File: src/rtl/ped_request_conditioner.sv
// Crosswalk push-button conditioner: two-flop synchroniser, debounce, press detect,
// and a Moore FSM holding one crossing request, enforcing cooldown and counting crossings.
module ped_request_conditioner #(
    parameter int DEBOUNCE_CYCLES = 4,
    parameter int COOLDOWN_CYCLES = 8,
    parameter int CNT_W           = 8
) (
    input  logic             clk,
    input  logic             reset,
    input  logic             btn_raw,
    input  logic             ped_light,
    output logic             pedestrian_request,
    output logic             wait_lamp,
    output logic [CNT_W-1:0] serve_count
);

    localparam logic [7:0]       DB_LAST   = 8'(DEBOUNCE_CYCLES - 1);
    localparam logic [15:0]      COOL_LOAD = 16'(COOLDOWN_CYCLES - 1);
    localparam logic [CNT_W-1:0] CNT_MAX   = {CNT_W{1'b1}};

    typedef enum logic [1:0] {
        ST_IDLE,
        ST_PENDING,
        ST_SERVING,
        ST_COOLDOWN
    } state_t;

    logic             r_sync_meta;
    logic             r_btn_sync;
    logic             r_btn_stable;
    logic             r_btn_prev;
    logic [7:0]       r_db_cnt;
    state_t           r_state;
    logic [15:0]      r_cool_cnt;
    logic             r_queued;
    logic [CNT_W-1:0] r_serve_count;
    logic             w_press;

    // NOTE: all state uses non-blocking assignments so every flop samples pre-edge values.
    always_ff @(posedge clk or posedge reset) begin
        if (reset) begin
            r_sync_meta <= 1'b0;
            r_btn_sync  <= 1'b0;
        end else begin
            r_sync_meta <= btn_raw;
            r_btn_sync  <= r_sync_meta;
        end
    end

    // A level change is accepted only after DEBOUNCE_CYCLES consecutive differing samples.
    always_ff @(posedge clk or posedge reset) begin
        if (reset) begin
            r_btn_stable <= 1'b0;
            r_btn_prev   <= 1'b0;
            r_db_cnt     <= 8'd0;
        end else begin
            r_btn_prev <= r_btn_stable;
            if (r_btn_sync == r_btn_stable) begin
                r_db_cnt <= 8'd0;
            end else if (r_db_cnt == DB_LAST) begin
                r_btn_stable <= r_btn_sync;
                r_db_cnt     <= 8'd0;
            end else begin
                r_db_cnt <= r_db_cnt + 8'd1;
            end
        end
    end

    assign w_press = r_btn_stable & ~r_btn_prev;

    always_ff @(posedge clk or posedge reset) begin
        if (reset) begin
            r_state       <= ST_IDLE;
            r_cool_cnt    <= 16'd0;
            r_queued      <= 1'b0;
            r_serve_count <= '0;
        end else begin
            case (r_state)
                ST_IDLE: begin
                    if (w_press) r_state <= ST_PENDING;
                end
                ST_PENDING: begin
                    if (ped_light) r_state <= ST_SERVING;
                end
                ST_SERVING: begin
                    if (!ped_light) begin
                        r_state    <= ST_COOLDOWN;
                        r_cool_cnt <= COOL_LOAD;
                        if (r_serve_count != CNT_MAX) r_serve_count <= r_serve_count + CNT_W'(1);
                    end
                end
                ST_COOLDOWN: begin
                    // A press on the final cooldown cycle still counts via w_press.
                    if (r_cool_cnt == 16'd0) begin
                        r_state  <= (r_queued | w_press) ? ST_PENDING : ST_IDLE;
                        r_queued <= 1'b0;
                    end else begin
                        r_cool_cnt <= r_cool_cnt - 16'd1;
                        if (w_press) r_queued <= 1'b1;
                    end
                end
                default: r_state <= ST_IDLE;
            endcase
        end
    end

    assign pedestrian_request = (r_state == ST_PENDING);
    assign wait_lamp          = (r_state == ST_PENDING) | ((r_state == ST_COOLDOWN) & r_queued);
    assign serve_count        = r_serve_count;

endmodule
File: config.mk
export PLATFORM = sky130hd
export DESIGN_NAME = ped_request_conditioner
export DESIGN_NICKNAME = d
export VERILOG_FILES = /design/src/rtl/ped_request_conditioner.sv
export SDC_FILE = /design/constraint.sdc
export NUM_CORES = 1
export LEC_CHECK = 0
export BUFFER_PORTS_ARGS = -buffer_cell sky130_fd_sc_hd__clkbuf_2
export CORE_AREA = 4 4 91 93
export DETAILED_ROUTE_END_ITERATION = 16
export DIE_AREA = 0 0 95 97
export MAX_ROUTING_LAYER = met4
export PLACE_DENSITY = 0.51
export SLEW_MARGIN = 20
export SYNTH_ARGS = -nofsm -noshare
export SYNTH_HDL_FRONTEND = slang
export SYNTH_SLANG_ARGS = --single-unit
File: constraint.sdc
create_clock -name clk -period 2.35 [get_ports clk]
set_clock_uncertainty 0.1 [all_clocks]
set_input_delay 0.235 -clock clk [delete_from_list [all_inputs] [get_ports clk]]
set_output_delay 0.235 -clock clk [all_outputs]
set_load 0.03 [all_outputs]
**Word-level counts from Yosys, hierarchy flattened**

Index checks and enable logic that the tools add are counted.

- Bits in registers: 39
- Bits in latches: 0
- Bits in writable memories: 0
- Bits in read-only memories: 0
- Bits of input ports: 4
- Word-level logic and storage cells: 52
- Memories: 0

- $add $sub $neg: 3
- $mul: 0
- Div/mod/pow operators: 0
- Magnitude comparators: 0
- Equality and inequality tests: 11
- Shift-type cells: 0
- Multiplexer cells: 13
- Bitwise gates (word level): 7
- Reduce and logical (&&, ||, !) cells: 9

Operators with widths:

| operator | count |
|---|---|
| 2-to-1 mux 16 bit | 2 |
| case mux 16 bit (2 select lines) | 1 |
| adder 8 x 1 -> 8 bit, second input constant | 2 |
| zero test 16 bit | 1 |
| 2-to-1 mux 8 bit | 2 |
| subtractor 16 x 1 -> 16 bit, second input constant | 1 |
| inequality test 2 bit, second input constant | 5 |
| == test 8 x 2 -> 1 bit, second input constant | 1 |
| 2-to-1 mux 2 bit | 4 |
| inequality test 8 bit, second input constant | 1 |
| case mux 2 bit (4 select lines) | 1 |
| AND reduction 3 bit | 2 |
| == test 2 bit, second input constant | 2 |
| AND reduction 2 bit | 2 |
| AND reduction 4 bit | 1 |
| nonzero test 2 bit | 2 |
| 2-to-1 mux 1 bit | 3 |
| NOT 1 bit | 3 |
| AND 1 bit | 2 |
| == test 2 x 1 -> 1 bit, second input constant | 1 |
| zero test 2 bit | 1 |
| OR 1 bit | 2 |
| == test 1 bit | 1 |

**Depth between registers and ports, before layout**

Gate-level depths: netlist (run 1).

- Depth in word-level cells: 6
- Gate-level depth with buffers: 7

**Worst setup path before layout (run 1)**

Ideal clock, no wire load.

- Kind: reg-to-reg
- Start: reg r_state[0]
- End: reg r_cool_cnt[15]
- Setup time: 0.123 ns
- Arrival: 1.630 ns
- Required time: 2.127 ns
- Path slack: 0.498 ns
- Cell stages (with the launch flop): 7
- Buffers on the path: 2
- Clock period less this slack: 1.852 ns
- Path through: dfrtp_1 ha_1 buf_2 and4_1 clkbuf_1 or4_4 mux2i_1

- Word-level cells in the longest chain between the ends: 3
- Elaborated cells between the ends (all ways): 7
- Classes of those cells: eq/ne (4); mux (1); reduce/logical (2)

Ends and longest elaborated chain:

| what | line | RTL |
|---|---|---|
| from (decl) | 33 | `state_t r_state;` |
| from (signal assigned) | 95 | `r_state <= (r_queued \| w_press) ? ST_PENDING : ST_IDLE;` |
| == test 2 bit | 78 | `case (r_state)` |
| inequality test 2 bit (no source line) / nonzero test 2 bit (equally long branches) | -- |  |
| AND reduction 3 bit (no source line) | -- |  |
| to (signal assigned) | 98 | `r_cool_cnt <= r_cool_cnt - 16'd1;` |
| to (decl) | 34 | `logic [15:0] r_cool_cnt;` |

Parallel ways exist; a longest one is shown, timed or not.
A chain may end at the register's enable or synchronous reset.

**Worst setup path in the final report (run 1)**

- Start: reg r_state[0]
- End: reg r_cool_cnt[8]

The elaborated chain is that of the path after synthesis.

==> impl_metrics.ini, run 1 <==
[outcome]
status = completed

[timing]
finalCritPeriodShare_pct = 86.44
hold_violations = 0
finalMaxSlewViolations = 0
relSlewSlack_pct = 66.76
fmax_ghz = 0.4923
rsz0062_at_grt = false
setup_viol = 0
fin_ws_ns = 0.3187
setup_tns_ns = 0
min_period_ns = 2.031
worst-slew-pin-transition_ns = 0.4986

[worst_setup_path]
worst-setup-path-type = register to register
path_max_fanout = 14
critPathSlowestCell = and2_1
worstPathArrival_ns = 2.10
required_ns = 2.42
crit_family = simple AND/OR/NAND/NOR gates
slowest_delay_ns = 0.46
critical_path.cell_chain = inv_1 > ha_1 > nor2b_1 > and2_1 > or2_2 > mux2i_1
path_buf_inv = 1
critPathCaptureType = register
start_kind = register

[global_route]
grt_max_degree = 40
grt.total_usage_pct = 10.83
antenna_found_initial = 0
grt_pass1_wl_um = 7838
grt_overflow = 0
grt_pass1_vias = 1663

[final_layout]
num_antenna_cells = 0
final_nets = 254
area_growth_pct = 14.89
final_layout_size_suffix_gt1_share_pct = 20.99
fill_cells = 816
fin_util_pct = 33.10

[drt]
drc_errors = 0
drt_iter0_markers = 46
ant_nets = 0
finalWirelength_um = 4307
avgRoutedWirePerCell_um = 12.48
num_vias = 1603
dr.pass1.iters = 4
via_per_inst = 4.646

[die]
die_area_um2 = 9215
die_h_um = 97
die_w_um = 95
ioPinCount = 14
rows = 32
core_um2 = 7527
start_util_pct = 28.81

[placed_design]
port_buffers = 13
gp_congestion = 0.7833
hpwl_um = 3221
dpl_worst_slack_ns = 0.3164

[logic_synthesis]
syn_inst = 222
synthXorXnorAreaFrac_pct = 4.443
synthTopCellsByArea = dfrtp_1, mux2i_1, ha_1
yosys.area_share.adder_pct = 4.616
yosysWarnings = 0
ys.flop_type = dfrtp_1
synth_top_family_by_area = simple AND/OR/NAND/NOR gates
synthArstFlopShare_pct = 100.0
synth_compound_area_share_pct = 7.444
avgSynthCellArea_um2 = 9.767
syn_nets = 234
synth-edff-count = 0
synth-simple-area-share_pct = 26.95
syn_area_um2 = 2168
ys_ff_latch = 39
yosysTopAreaCellShare_pct = 45.01
synth_mux_area_share_pct = 8.598
synth_cell_types = 44
synth.largest_area_cell = dfrtp_1
ys_seq_area_share_pct = 45.01

[clocking]
cts_tree = yes
cts_buffers = 5
cts_max_level = 2
clk_latency_ns = 0.29
root_buffer = clkbuf_8
path_clk_slew_ns = 0.08
cts.sinks = 39
post-cts-setup-buffers = 0
cts_max_path_buffers = 2

[power_and_ir_drop]
ir_drop_v = 0.0006125
powerDensity_nw_per_um2 = 1184
p_leak_nw = 1.106
finalPower_mw = 2.950

[worst_hold_path]
hold_class = register to register

[run]
maxCapViolCount = 0
final cells by class:
| class | instances | area, µm² | share of cell area (%) |
|---|---|---|---|
| flip-flops and latches | 39 | 975.9 | 39.18 |
| clock buffers | 6 | 82.58 | 3.315 |
| well taps | 102 | 127.6 | 5.123 |
| inverters | 8 | 30.03 | 1.205 |
| multi-input cells | 167 | 1129 | 45.30 |
| repair buffers | 21 | 130.1 | 5.224 |
| clock inverters | 2 | 16.27 | 0.6529 |
cells in the final DEF, fill, tap and decap left out, types with 2 or more instances in the layout:
master         synthesis  final
nor4_2                 2      2
inv_1                  8      8
mux2i_1               13     13
xor2_1                 4      4
nor4_1                 3      3
nor3b_1                2      2
mux2_2                 5      5
nand4_1               11     11
nand3_1                7      7
clkbuf_2               0     13
nor3_1                 5      5
dfrtp_1               39     39
xnor2_1                7      7
nand2b_1               3      3
ha_1                   8      8
clkbuf_8               0      6
dlygate4sd3_1          0      2
and3_1                 2      2
and4_1                 3      3
nand2_1               25     25
nor2b_1                3      3
buf_4                  0      6
or2_2                 12     12
o21ai_0                2      2
and2_1                 2      2
o31ai_1                2      2
a21oi_1               13     13
nor2_1                16     16
where the power goes:
part / internal, mW / switching, mW / total [mW]
combinational: 0.573 / 0.778 / 1.35
clock: 0.240 / 0.247 / 0.487
sequential: 0.878 / 0.234 / 1.11
path summary, 6_finish.rpt:
| path | from | end | slack, ns | cells past startpoint |
|---|---|---|---|---|
| min in group asynchronous | reset | serve_count[0] | 0.49 | 4 |
| worst max-delay path | r_state[0] | r_cool_cnt[8] | 0.32 | 6 |
| max in group asynchronous | reset | r_cool_cnt[14] | 1.31 | 4 |
| worst min-delay path | r_sync_meta | r_btn_sync | 0.26 | 0 |
| worst max register to register | r_state[0] | r_cool_cnt[8] | 0.32 | 6 |
| worst min register to register | r_sync_meta | r_btn_sync | 0.26 | 0 |
what timing repair did:
action | 4_1_cts | 5_1_grt
resized for setup | 0 | 0
hold buffers | 2 | 0
endpoints found under the hold margin | 40 | 0
stage by stage:
step	instance area, µm²	std cells	hold WS [ns]
final	2491	345	0.2556
after global routing	2491	345	0.2750
after CTS	2491	345	0.2604
after detailed placement	2372	335	0.2405
after global placement	2372	335	0.2340
after floorplan	2168	222	0.1664
synth_stat cells, types with 2 or more instances:
library cell / number
xnor2_1: 7
nor3_1: 5
nor4_1: 3
ha_1: 8
o31ai_1: 2
mux2_2: 5
or2_2: 12
xor2_1: 4
nand2b_1: 3
nand4_1: 11
nor2b_1: 3
a21oi_1: 13
and4_1: 3
inv_1: 8
nor4_2: 2
nand3_1: 7
buf_2: 3
clkbuf_1: 4
o21ai_0: 2
dfrtp_1: 39
and3_1: 2
nand2_1: 25
nor3b_1: 2
and2_1: 2
nor2_1: 16
mux2i_1: 13
registers in the layout, indices dropped and copies added (netlist names):
register      flops
r_db_cnt          8
r_state           2
r_cool_cnt       16
r_queued          1
r_btn_sync        1
serve_count       8
r_btn_stable      1
r_btn_prev        1
r_sync_meta       1
routing by layer:
layer / vias up / track usage, % / wire (µm)
met4: 0 / 2.997 / 42
met1: 763 / 14.25 / 2110
li1: 821 / - / -
met3: 4 / 2.333 / 100
met5: - / - / 0
met2: 15 / 16.76 / 2053
cell families (layout without fill, tap and decap cells):
kind of cell,Yosys count,after routing
AND/OR/NAND/NOR,104,104
buffers and inverters,16,37
multiplexers,18,18
flip-flops,39,39
AO/OA/AOI/OAI,26,26
XOR/XNOR,11,11
adder cells (fa/ha/maj),8,8
Power figures use the tool's default switching activity.
==> run 2, diff against run 1 <==
- CAP_MARGIN: default -> 20
- CORE_AREA: 4 4 91 93 -> 4 4 84 86
- DIE_AREA: 0 0 95 97 -> 0 0 88 90
- PLACE_DENSITY: 0.51 -> 0.57
==> run 2 against run 1 <==
Against the previous run: die area is 14% lower; largest cell class unchanged; maximum frequency is 1.9% lower; critical endpoint is now r_cool_cnt[11]; first-iteration DRC count is 54% higher.
==> impl_metrics.ini, run 2 (synthesized netlist as in run 1, its figures left out) <==
[outcome]
status = completed

[clocking]
root_buffer = clkbuf_8
cts_tree = yes
post_cts_resized = 0
clk_latency_ns = 0.29
cts_max_level = 2
cts_buffers = 5
post-cts-setup-buffers = 0
path_clk_slew_ns = 0.08
cts_max_path_buffers = 2
cts.sinks = 39

[drt]
via_per_inst = 5.082
avgRoutedWirePerCell_um = 13.05
dr.pass1.iters = 4
drt_iter0_markers = 71
drc_errors = 0
num_vias = 1616
finalWirelength_um = 4151
ant_nets = 0

[final_layout]
fin_cells = 318
largest-register = r_cool_cnt
largest_reg_flops = 16
final_cell_mix = dfrtp_1, nand2_1, nor2_1
num_antenna_cells = 0
fin_util_pct = 38.81
final_layout_size_suffix_gt1_share_pct = 20.33
final_nets = 253
area_growth_pct = 12.35
final_common_cell = dfrtp_1

[worst_setup_path]
critPathSlowestCell = and2_1
critical_path.cell_chain = inv_1 > ha_1 > nor2b_1 > and2_1 > or2_2 > mux2i_1
path_max_fanout = 14
critPathCaptureType = register
timing.critical_path.to = r_cool_cnt[11]
required_ns = 2.41
rrSetupSlack_ns = 0.28
r2r-start = r_state[0]
slowest_delay_ns = 0.47
crit_cells = 6
r2r_end = r_cool_cnt[11]
startpoint = r_state[0]
worstPathArrival_ns = 2.14
reg2regPathDepth = 6
worst-setup-path-type = register to register
path_buf_inv = 1
crit_family = simple AND/OR/NAND/NOR gates
start_kind = register

[timing]
fmax_ghz = 0.4829
rsz0062_at_grt = false
setup_viol = 0
worst-slew-pin-transition_ns = 0.4978
min_period_ns = 2.071
hold_violations = 0
setup_tns_ns = 0
relSlewSlack_pct = 66.81
finalCritPeriodShare_pct = 88.13
finalMaxSlewViolations = 0

[global_route]
grt_pass1_wl_um = 7734
grt_overflow = 0
grt.total_usage_pct = 12.31
grt_pass1_vias = 1694
antenna_found_initial = 0
grt_max_degree = 40

[die]
die_w_um = 88
ioPinCount = 14
start_util_pct = 34.54
rows = 29
die_h_um = 90
die_area_um2 = 7920
core_um2 = 6277

[placed_design]
port_buffers = 13
gp_congestion = 0.7951
numPlacedInstances = 309
hpwl_um = 3001

[power_and_ir_drop]
p_leak_nw = 1.099
ir_drop_v = 0.0006602
finalPower_mw = 2.859
powerDensity_nw_per_um2 = 1173

[worst_hold_path]
hold_class = register to register

[run]
maxCapViolCount = 0
## run 2: cell count changes in the layout (fill, tap and decap cells not counted), sizes merged
| cell | before | now |
|---|---|---|
| clkbuf | 19 | 18 |
| clkinvlp | 1 | 0 |
| clkinv | 1 | 2 |
| buf | 6 | 5 |
## run 2: power by group
| group | total [mW] | switching [mW] | internal [mW] |
|---|---|---|---|
| clock network | 0.439 | 0.236 | 0.203 |
| registers | 1.11 | 0.235 | 0.878 |
| logic | 1.31 | 0.761 | 0.545 |
| total | 2.86 | 1.23 | 1.63 |
## run 2: through the flow
step	worst slack, ns	hold WS, ns	instance area (µm²)
2_1_floorplan	0.4980	0.1664	2168
3_3_place_gp	0.2870	0.2335	2333
3_5_place_dp	0.2943	0.2379	2333
4_1_cts	0.2451	0.2564	2436
5_1_grt	0.05931	0.2732	2436
6_report	0.2790	0.2532	2436
## run 2: final cells by class
class | instances | area [µm²]
timing repair buffer | 20 | 122.6
sequential | 39 | 975.9
tap | 77 | 96.34
multi-input combinational | 167 | 1129
inverter | 8 | 30.03
clock inverter | 2 | 13.76
clock buffer | 5 | 68.82
fill | 647 | 3841
## run 2: routing by layer
layer | global-route usage [%] | wire (µm) | vias to the layer above
met5 | - | 0 | -
met4 | 3.836 | 28 | 0
met3 | 2.468 | 119 | 2
met2 | 18.40 | 1849 | 25
met1 | 16.70 | 2154 | 771
li1 | - | - | 818
## run 2: worst min path at each step
| stage | startpoint | endpoint | slack (ns) | cells after the start |
|---|---|---|---|---|
| 2_1_floorplan | btn_raw | r_sync_meta | 0.17 | 0 |
| 3_3_place_gp | r_sync_meta | r_btn_sync | 0.23 | 0 |
| 3_5_place_dp | r_sync_meta | r_btn_sync | 0.24 | 0 |
| 4_1_cts | r_sync_meta | r_btn_sync | 0.26 | 0 |
| 5_1_grt | r_sync_meta | r_btn_sync | 0.27 | 0 |
| 6_report | r_sync_meta | r_btn_sync | 0.25 | 0 |
## run 2: what timing repair did
item,CTS,global route
hold buffers,2,0
endpoints found under the hold margin,40,0
setup endpoints to repair,0,0
